--- config.mk ---
export PLATFORM = sky130hd
export DESIGN_NAME = neuron_o_backprop
export DESIGN_NICKNAME = d
export VERILOG_FILES = /design/src/rtl/neuron_o_backprop.sv
export SDC_FILE = /design/constraint.sdc
export NUM_CORES = 2
export LEC_CHECK = 0
export ABC_CLOCK_PERIOD_IN_PS = 24300
export CORE_ASPECT_RATIO = 0.7
export CORE_UTILIZATION = 30
export DETAILED_ROUTE_END_ITERATION = 12
export PLACE_DENSITY = 0.58
export SYNTH_ARGS = -nofsm -noshare
export SYNTH_HDL_FRONTEND = slang
export SYNTH_SLANG_ARGS = --single-unit
--- constraint.sdc ---
create_clock -name clk -period 24.3 [get_ports clk]
set_input_delay 7.29 -clock clk [delete_from_list [all_inputs] [get_ports clk]]
set_output_delay 7.29 -clock clk [all_outputs]
set_load 0.01 [all_outputs]
--- src/rtl/neuron_o_backprop.sv ---
// Backward-pass unit for the 2-input tanh output neuron (Q8.24).
// A single time-shared multiplier is stepped through seven products by an FSM.
// The FSM computes delta = (y - t) * (1 - y^2), the updated bias and weights,
// and the error terms delta*w_1 and delta*w_2 for the hidden layer.
// The error terms use the pre-update weights.
module neuron_o_backprop #(
  parameter int WIDTH = 32,
  parameter int FBITS = 24
) (
  input  logic             clk,
  input  logic             rst_n,
  input  logic             in_valid,
  output logic             in_ready,
  input  logic [WIDTH-1:0] a_1,
  input  logic [WIDTH-1:0] a_2,
  input  logic [WIDTH-1:0] w_1,
  input  logic [WIDTH-1:0] w_2,
  input  logic [WIDTH-1:0] b,
  input  logic [WIDTH-1:0] y,
  input  logic [WIDTH-1:0] t,
  input  logic [WIDTH-1:0] lr,
  output logic             out_valid,
  input  logic             out_ready,
  output logic [WIDTH-1:0] w_1_new,
  output logic [WIDTH-1:0] w_2_new,
  output logic [WIDTH-1:0] b_new,
  output logic [WIDTH-1:0] delta,
  output logic [WIDTH-1:0] err_1,
  output logic [WIDTH-1:0] err_2
);

  // Fixed-point 1.0
  localparam logic [WIDTH-1:0] ONE = {{(WIDTH-FBITS-1){1'b0}}, 1'b1, {FBITS{1'b0}}};

  typedef enum logic [3:0] {
    S_IDLE,
    S_MUL_Y2,
    S_MUL_DELTA,
    S_MUL_G,
    S_MUL_W1,
    S_MUL_W2,
    S_MUL_P1,
    S_MUL_P2,
    S_DONE
  } state_t;

  state_t r_state;
  state_t w_next_state;

  // Registered copies of the operand bundle, plus e = y - t
  logic [WIDTH-1:0] r_a1;
  logic [WIDTH-1:0] r_a2;
  logic [WIDTH-1:0] r_w1;
  logic [WIDTH-1:0] r_w2;
  logic [WIDTH-1:0] r_b;
  logic [WIDTH-1:0] r_y;
  logic [WIDTH-1:0] r_lr;
  logic [WIDTH-1:0] r_e;

  // Intermediates: 1 - y^2 and g = lr * delta
  logic [WIDTH-1:0] r_dy;
  logic [WIDTH-1:0] r_g;

  // Result registers
  logic [WIDTH-1:0] r_delta;
  logic [WIDTH-1:0] r_w1_new;
  logic [WIDTH-1:0] r_w2_new;
  logic [WIDTH-1:0] r_b_new;
  logic [WIDTH-1:0] r_err1;
  logic [WIDTH-1:0] r_err2;
  logic             r_out_valid;

  // Datapath and handshake wires
  logic             w_in_ready;
  logic             w_accept;
  logic             w_out_fire;
  logic [WIDTH-1:0] w_mul_a;
  logic [WIDTH-1:0] w_mul_b;
  logic [2*WIDTH-1:0] w_prod;
  logic [WIDTH-1:0] w_mul;

  // Sign-extended full-width product; the low 2*WIDTH bits equal the signed product.
  // The Q8.24 result is the product shifted down by FBITS and truncated to WIDTH bits.
  assign w_prod = {{WIDTH{w_mul_a[WIDTH-1]}}, w_mul_a} * {{WIDTH{w_mul_b[WIDTH-1]}}, w_mul_b};
  assign w_mul  = WIDTH'(w_prod >> FBITS);

  // State register
  always_ff @(posedge clk or negedge rst_n) begin
    if (!rst_n) begin
      r_state <= S_IDLE;
    end else begin
      r_state <= w_next_state;
    end
  end

  // Next-state logic: one multiply per state, then hold in DONE until the result is taken
  always_comb begin
    w_next_state = r_state;
    case (r_state)
      S_IDLE:      if (w_accept) w_next_state = S_MUL_Y2;
      S_MUL_Y2:    w_next_state = S_MUL_DELTA;
      S_MUL_DELTA: w_next_state = S_MUL_G;
      S_MUL_G:     w_next_state = S_MUL_W1;
      S_MUL_W1:    w_next_state = S_MUL_W2;
      S_MUL_W2:    w_next_state = S_MUL_P1;
      S_MUL_P1:    w_next_state = S_MUL_P2;
      S_MUL_P2:    w_next_state = S_DONE;
      S_DONE:      if (w_out_fire) w_next_state = S_IDLE;
      default:     w_next_state = S_IDLE;
    endcase
  end

  // Output/control logic: handshakes and the multiplier operand select for each state
  always_comb begin
    w_in_ready = (r_state == S_IDLE);
    w_accept   = in_valid && w_in_ready;
    w_out_fire = (r_state == S_DONE) && r_out_valid && out_ready;
    w_mul_a    = '0;
    w_mul_b    = '0;
    case (r_state)
      S_MUL_Y2: begin
        w_mul_a = r_y;
        w_mul_b = r_y;
      end
      S_MUL_DELTA: begin
        w_mul_a = r_e;
        w_mul_b = r_dy;
      end
      S_MUL_G: begin
        w_mul_a = r_lr;
        w_mul_b = r_delta;
      end
      S_MUL_W1: begin
        w_mul_a = r_g;
        w_mul_b = r_a1;
      end
      S_MUL_W2: begin
        w_mul_a = r_g;
        w_mul_b = r_a2;
      end
      S_MUL_P1: begin
        w_mul_a = r_delta;
        w_mul_b = r_w1;
      end
      S_MUL_P2: begin
        w_mul_a = r_delta;
        w_mul_b = r_w2;
      end
      default: begin
        w_mul_a = '0;
        w_mul_b = '0;
      end
    endcase
  end

  // Capture the operand bundle on accept so the inputs are free to change afterwards
  always_ff @(posedge clk or negedge rst_n) begin
    if (!rst_n) begin
      r_a1 <= '0;
      r_a2 <= '0;
      r_w1 <= '0;
      r_w2 <= '0;
      r_b  <= '0;
      r_y  <= '0;
      r_lr <= '0;
      r_e  <= '0;
    end else if (w_accept) begin
      r_a1 <= a_1;
      r_a2 <= a_2;
      r_w1 <= w_1;
      r_w2 <= w_2;
      r_b  <= b;
      r_y  <= y;
      r_lr <= lr;
      r_e  <= y - t;
    end
  end

  // Intermediate terms reused by later multiplies
  always_ff @(posedge clk or negedge rst_n) begin
    if (!rst_n) begin
      r_dy <= '0;
      r_g  <= '0;
    end else begin
      case (r_state)
        S_MUL_Y2: r_dy <= ONE - w_mul;
        S_MUL_G:  r_g  <= w_mul;
        default:  ;
      endcase
    end
  end

  // Result registers, each written once per bundle by its own FSM step
  always_ff @(posedge clk or negedge rst_n) begin
    if (!rst_n) begin
      r_delta  <= '0;
      r_b_new  <= '0;
      r_w1_new <= '0;
      r_w2_new <= '0;
      r_err1   <= '0;
      r_err2   <= '0;
    end else begin
      case (r_state)
        S_MUL_DELTA: r_delta  <= w_mul;
        S_MUL_G:     r_b_new  <= r_b - w_mul;
        S_MUL_W1:    r_w1_new <= r_w1 - w_mul;
        S_MUL_W2:    r_w2_new <= r_w2 - w_mul;
        S_MUL_P1:    r_err1   <= w_mul;
        S_MUL_P2:    r_err2   <= w_mul;
        default:     ;
      endcase
    end
  end

  // Result valid rises one edge after entering DONE and drops on the output handshake
  always_ff @(posedge clk or negedge rst_n) begin
    if (!rst_n) begin
      r_out_valid <= 1'b0;
    end else if (w_out_fire) begin
      r_out_valid <= 1'b0;
    end else if (r_state == S_DONE) begin
      r_out_valid <= 1'b1;
    end
  end

  assign in_ready  = w_in_ready;
  assign out_valid = r_out_valid;
  assign delta     = r_delta;
  assign b_new     = r_b_new;
  assign w_1_new   = r_w1_new;
  assign w_2_new   = r_w2_new;
  assign err_1     = r_err1;
  assign err_2     = r_err2;

endmodule
==> flow_metrics.tcl <==
set metrics [dict create \
    endpoint "w_2_new[30]" \
    max_stage_delay_ns 1.11 \
    cp_max_fo 34 \
    seq_area_frac_synth 0.217 \
    start_util 0.303 \
    crit_required_ns 24.87 \
    fp.dieArea_sq_um 200000 \
    grt_pass1_vias 49100 \
    rr_worst_depth 47 \
    synth_cell_types 101 \
    synth_top_area_share 0.331 \
    die_x_um 535 \
    grt_pass1_wl_um 340000 \
    crit_top_cell "fa_1" \
    synthArstFlopShare 1.00 \
    io_pins 454 \
    drtIter0Drc 4905 \
    slew_headroom 0.140 \
    synth_nets 7874 \
    cts_made_buffers 50 \
    cts.sinks 517 \
    reg2reg_to "w_2_new[30]" \
    dp_hpwl_um 180000 \
    cap_viol_max_count 0 \
    worst_slew_pin_slew_ns 1.28 \
    cp-end-kind "flip-flop" \
    fin_crit_ns 15.96 \
    core_area_sq_um 197000 \
    setup_violations 0 \
    die_y_um 375 \
    area_growth_pct 16.3 \
    drv_slew 0 \
    clockBufferDepth 3 \
    startpoint "r_state[2]" \
    hold_class "flip-flop to flip-flop" \
    tns_ns 0 \
    insertion_delay_ns 0.66 \
    grt_usage 0.230 \
    clk_pin_slew_worst_paths_ns 0.07 \
    vias 48200 \
    synthFlopType "dfrtp_1" \
    wl_um 230000 \
    post_cts_resized 0 \
    finalNetCount 8178 \
    synthCells 6371 \
    synth-edff-count 0 \
    post-synth-top-count-cell "inv_1" \
    syn_avg_cell_area_sq_um 9.35 \
    postRouteAntennaNets 0 \
    wl_per_cell_um 24.6 \
    synth_area_leaders "fa_1, dfrtp_1, inv_1" \
    core.rowCount 136 \
    firstDrtPassIters 6 \
    finClkSkew_ns 0.0383 \
    antenna_found_initial 24 \
    drc 0 \
    r2r_setup_slack_ns 8.34 \
    syn_area_sq_um 59600 \
    start_kind "flip-flop" \
    root_buffer "clkbuf_16" \
    slowest_stage "nor2_4" \
    io_buffer_count 453 \
    status "finished clean" \
    r2r-start "r_state[2]" \
    path_class "flip-flop to flip-flop" \
    htree_levels 2 \
    drive_above_1_share 0.0827 \
    hold_buffers 0 \
    yosysWarnings 0 \
    overflow 0 \
    drt-vias-per-instance 5.15 \
    grt_start_max_net_pins 151 \
    max_clock_freq_ghz 0.0627 \
    yosys.area.top_type "fa_1" \
    final_util 0.352 \
    cp.arrival_ns 16.53 \
    yosys_register_bits 517 \
    routabilityCongestion 0.998 \
    finalHoldViolations 0 \
    ys_top_cells_by_count "inv_1, nand2_1, fa_1" \
    cts_tree "built" \
    rsz0062_at_grt "no" \
    period_share 0.657 \
    cts_setup_buffers 0 \
]
## placed cells by master (no fill, tap or decap), types with 10 or more instances in the layout
cell	n
o21bai_1	10
nor2b_1	24
a211oi_1	20
fa_1	986
o21ai_0	332
nand3_1	78
xor2_1	66
clkbuf_16	52
o21a_1	26
xnor2_1	136
dfrtp_1	516
inv_1	1025
and2_1	33
mux2i_1	36
nand2_1	999
a222oi_1	53
and3_1	50
or2_2	15
or3_1	14
nor3_1	33
ha_1	257
nand4_1	11
a21boi_0	12
nand2b_1	23
maj3_1	19
nor2_1	598
a221o_1	18
buf_4	142
a221oi_2	11
clkdlybuf4s50_1	452
a21o_1	43
a31oi_1	21
a221oi_1	11
clkinv_2	13
diode_2	21
mux2_2	229
o31ai_1	26
a21oi_1	103
## layout make-up
type                            instances  area (sq um)
Clock inverter                         28           418
Timing Repair Buffer                  597          5650
Antenna cell                           21          52.6
Fill cell                           19900        128000
Clock buffer                           63          1410
Tap cell                             2622          3280
Multi-Input combinational cell       4483         41700
Inverter                             1026          3850
Sequential cell                       517         12900
## kinds of logic after synthesis
group / share of synthesized area
AOI/OAI and AO/OA: 0.0901
and+or+nand+nor: 0.135
adders and majority gates: 0.390
buffers and inverters: 0.0871
DFF: 0.217
xor gates and xnor gates: 0.0313
muxes: 0.0495
## worst max-delay path: cells and delay by family (launching register included)
family	cells	cell delay (ns)
flip-flops	1	0.78
AO/OA/AOI/OAI	19	4.51
adder cells (fa/ha/maj)	16	6.68
AND/OR/NAND/NOR	7	3.15
XOR/XNOR	1	0.27
buffers and inverters	4	0.43
## worst min-delay path by stage
| stage | start | endpoint | depth (start not counted) |
|---|---|---|---|
| 3_3_place_gp | w_2_new[23] | w_2_new[23] | 2 |
| 5_1_grt | r_g[31] | r_g[31] | 2 |
| 6_report | w_2_new[23] | w_2_new[23] | 2 |
| 2_1_floorplan | r_g[4] | r_g[4] | 2 |
| 3_5_place_dp | w_2_new[23] | w_2_new[23] | 2 |
| 4_1_cts | w_2_new[23] | w_2_new[23] | 2 |
## per-layer routing
metal | global-route usage | vias up | share of wire
met4 | 0.0600 | 6 | 0.028
met3 | 0.0726 | 302 | 0.12
met2 | 0.332 | 2377 | 0.42
met5 | 0.00215 | - | 0.00037
li1 | - | 20600 | -
met1 | 0.328 | 24900 | 0.44
## sequential cells by signal, indices dropped and copies added, names as in the netlist
name and cells:
b_new 32, delta 32, err_1 32, err_2 32, r_a1 32, r_a2 32
r_b 32, r_dy 32, r_e 32, r_g 32, r_lr 32, r_w1 32
r_w2 32, r_y 32, w_1_new 32, w_2_new 32, r_state 4, out_valid 1
## stage by stage
stage	hold WS (ns)	instance area, sq um	worst slack, ns	std cells
after floorplan	0.446	59600	10.32	6371
after global placement	0.457	67400	8.90	9245
after detailed placement	0.460	67400	8.53	9245
after CTS	0.475	69200	8.50	9336
after global routing	0.497	69300	7.74	9354
final	0.474	69300	8.34	9357
Power is not shown: default switching activity piles up to over one toggle a cycle in this logic, so the estimate is an artifact.
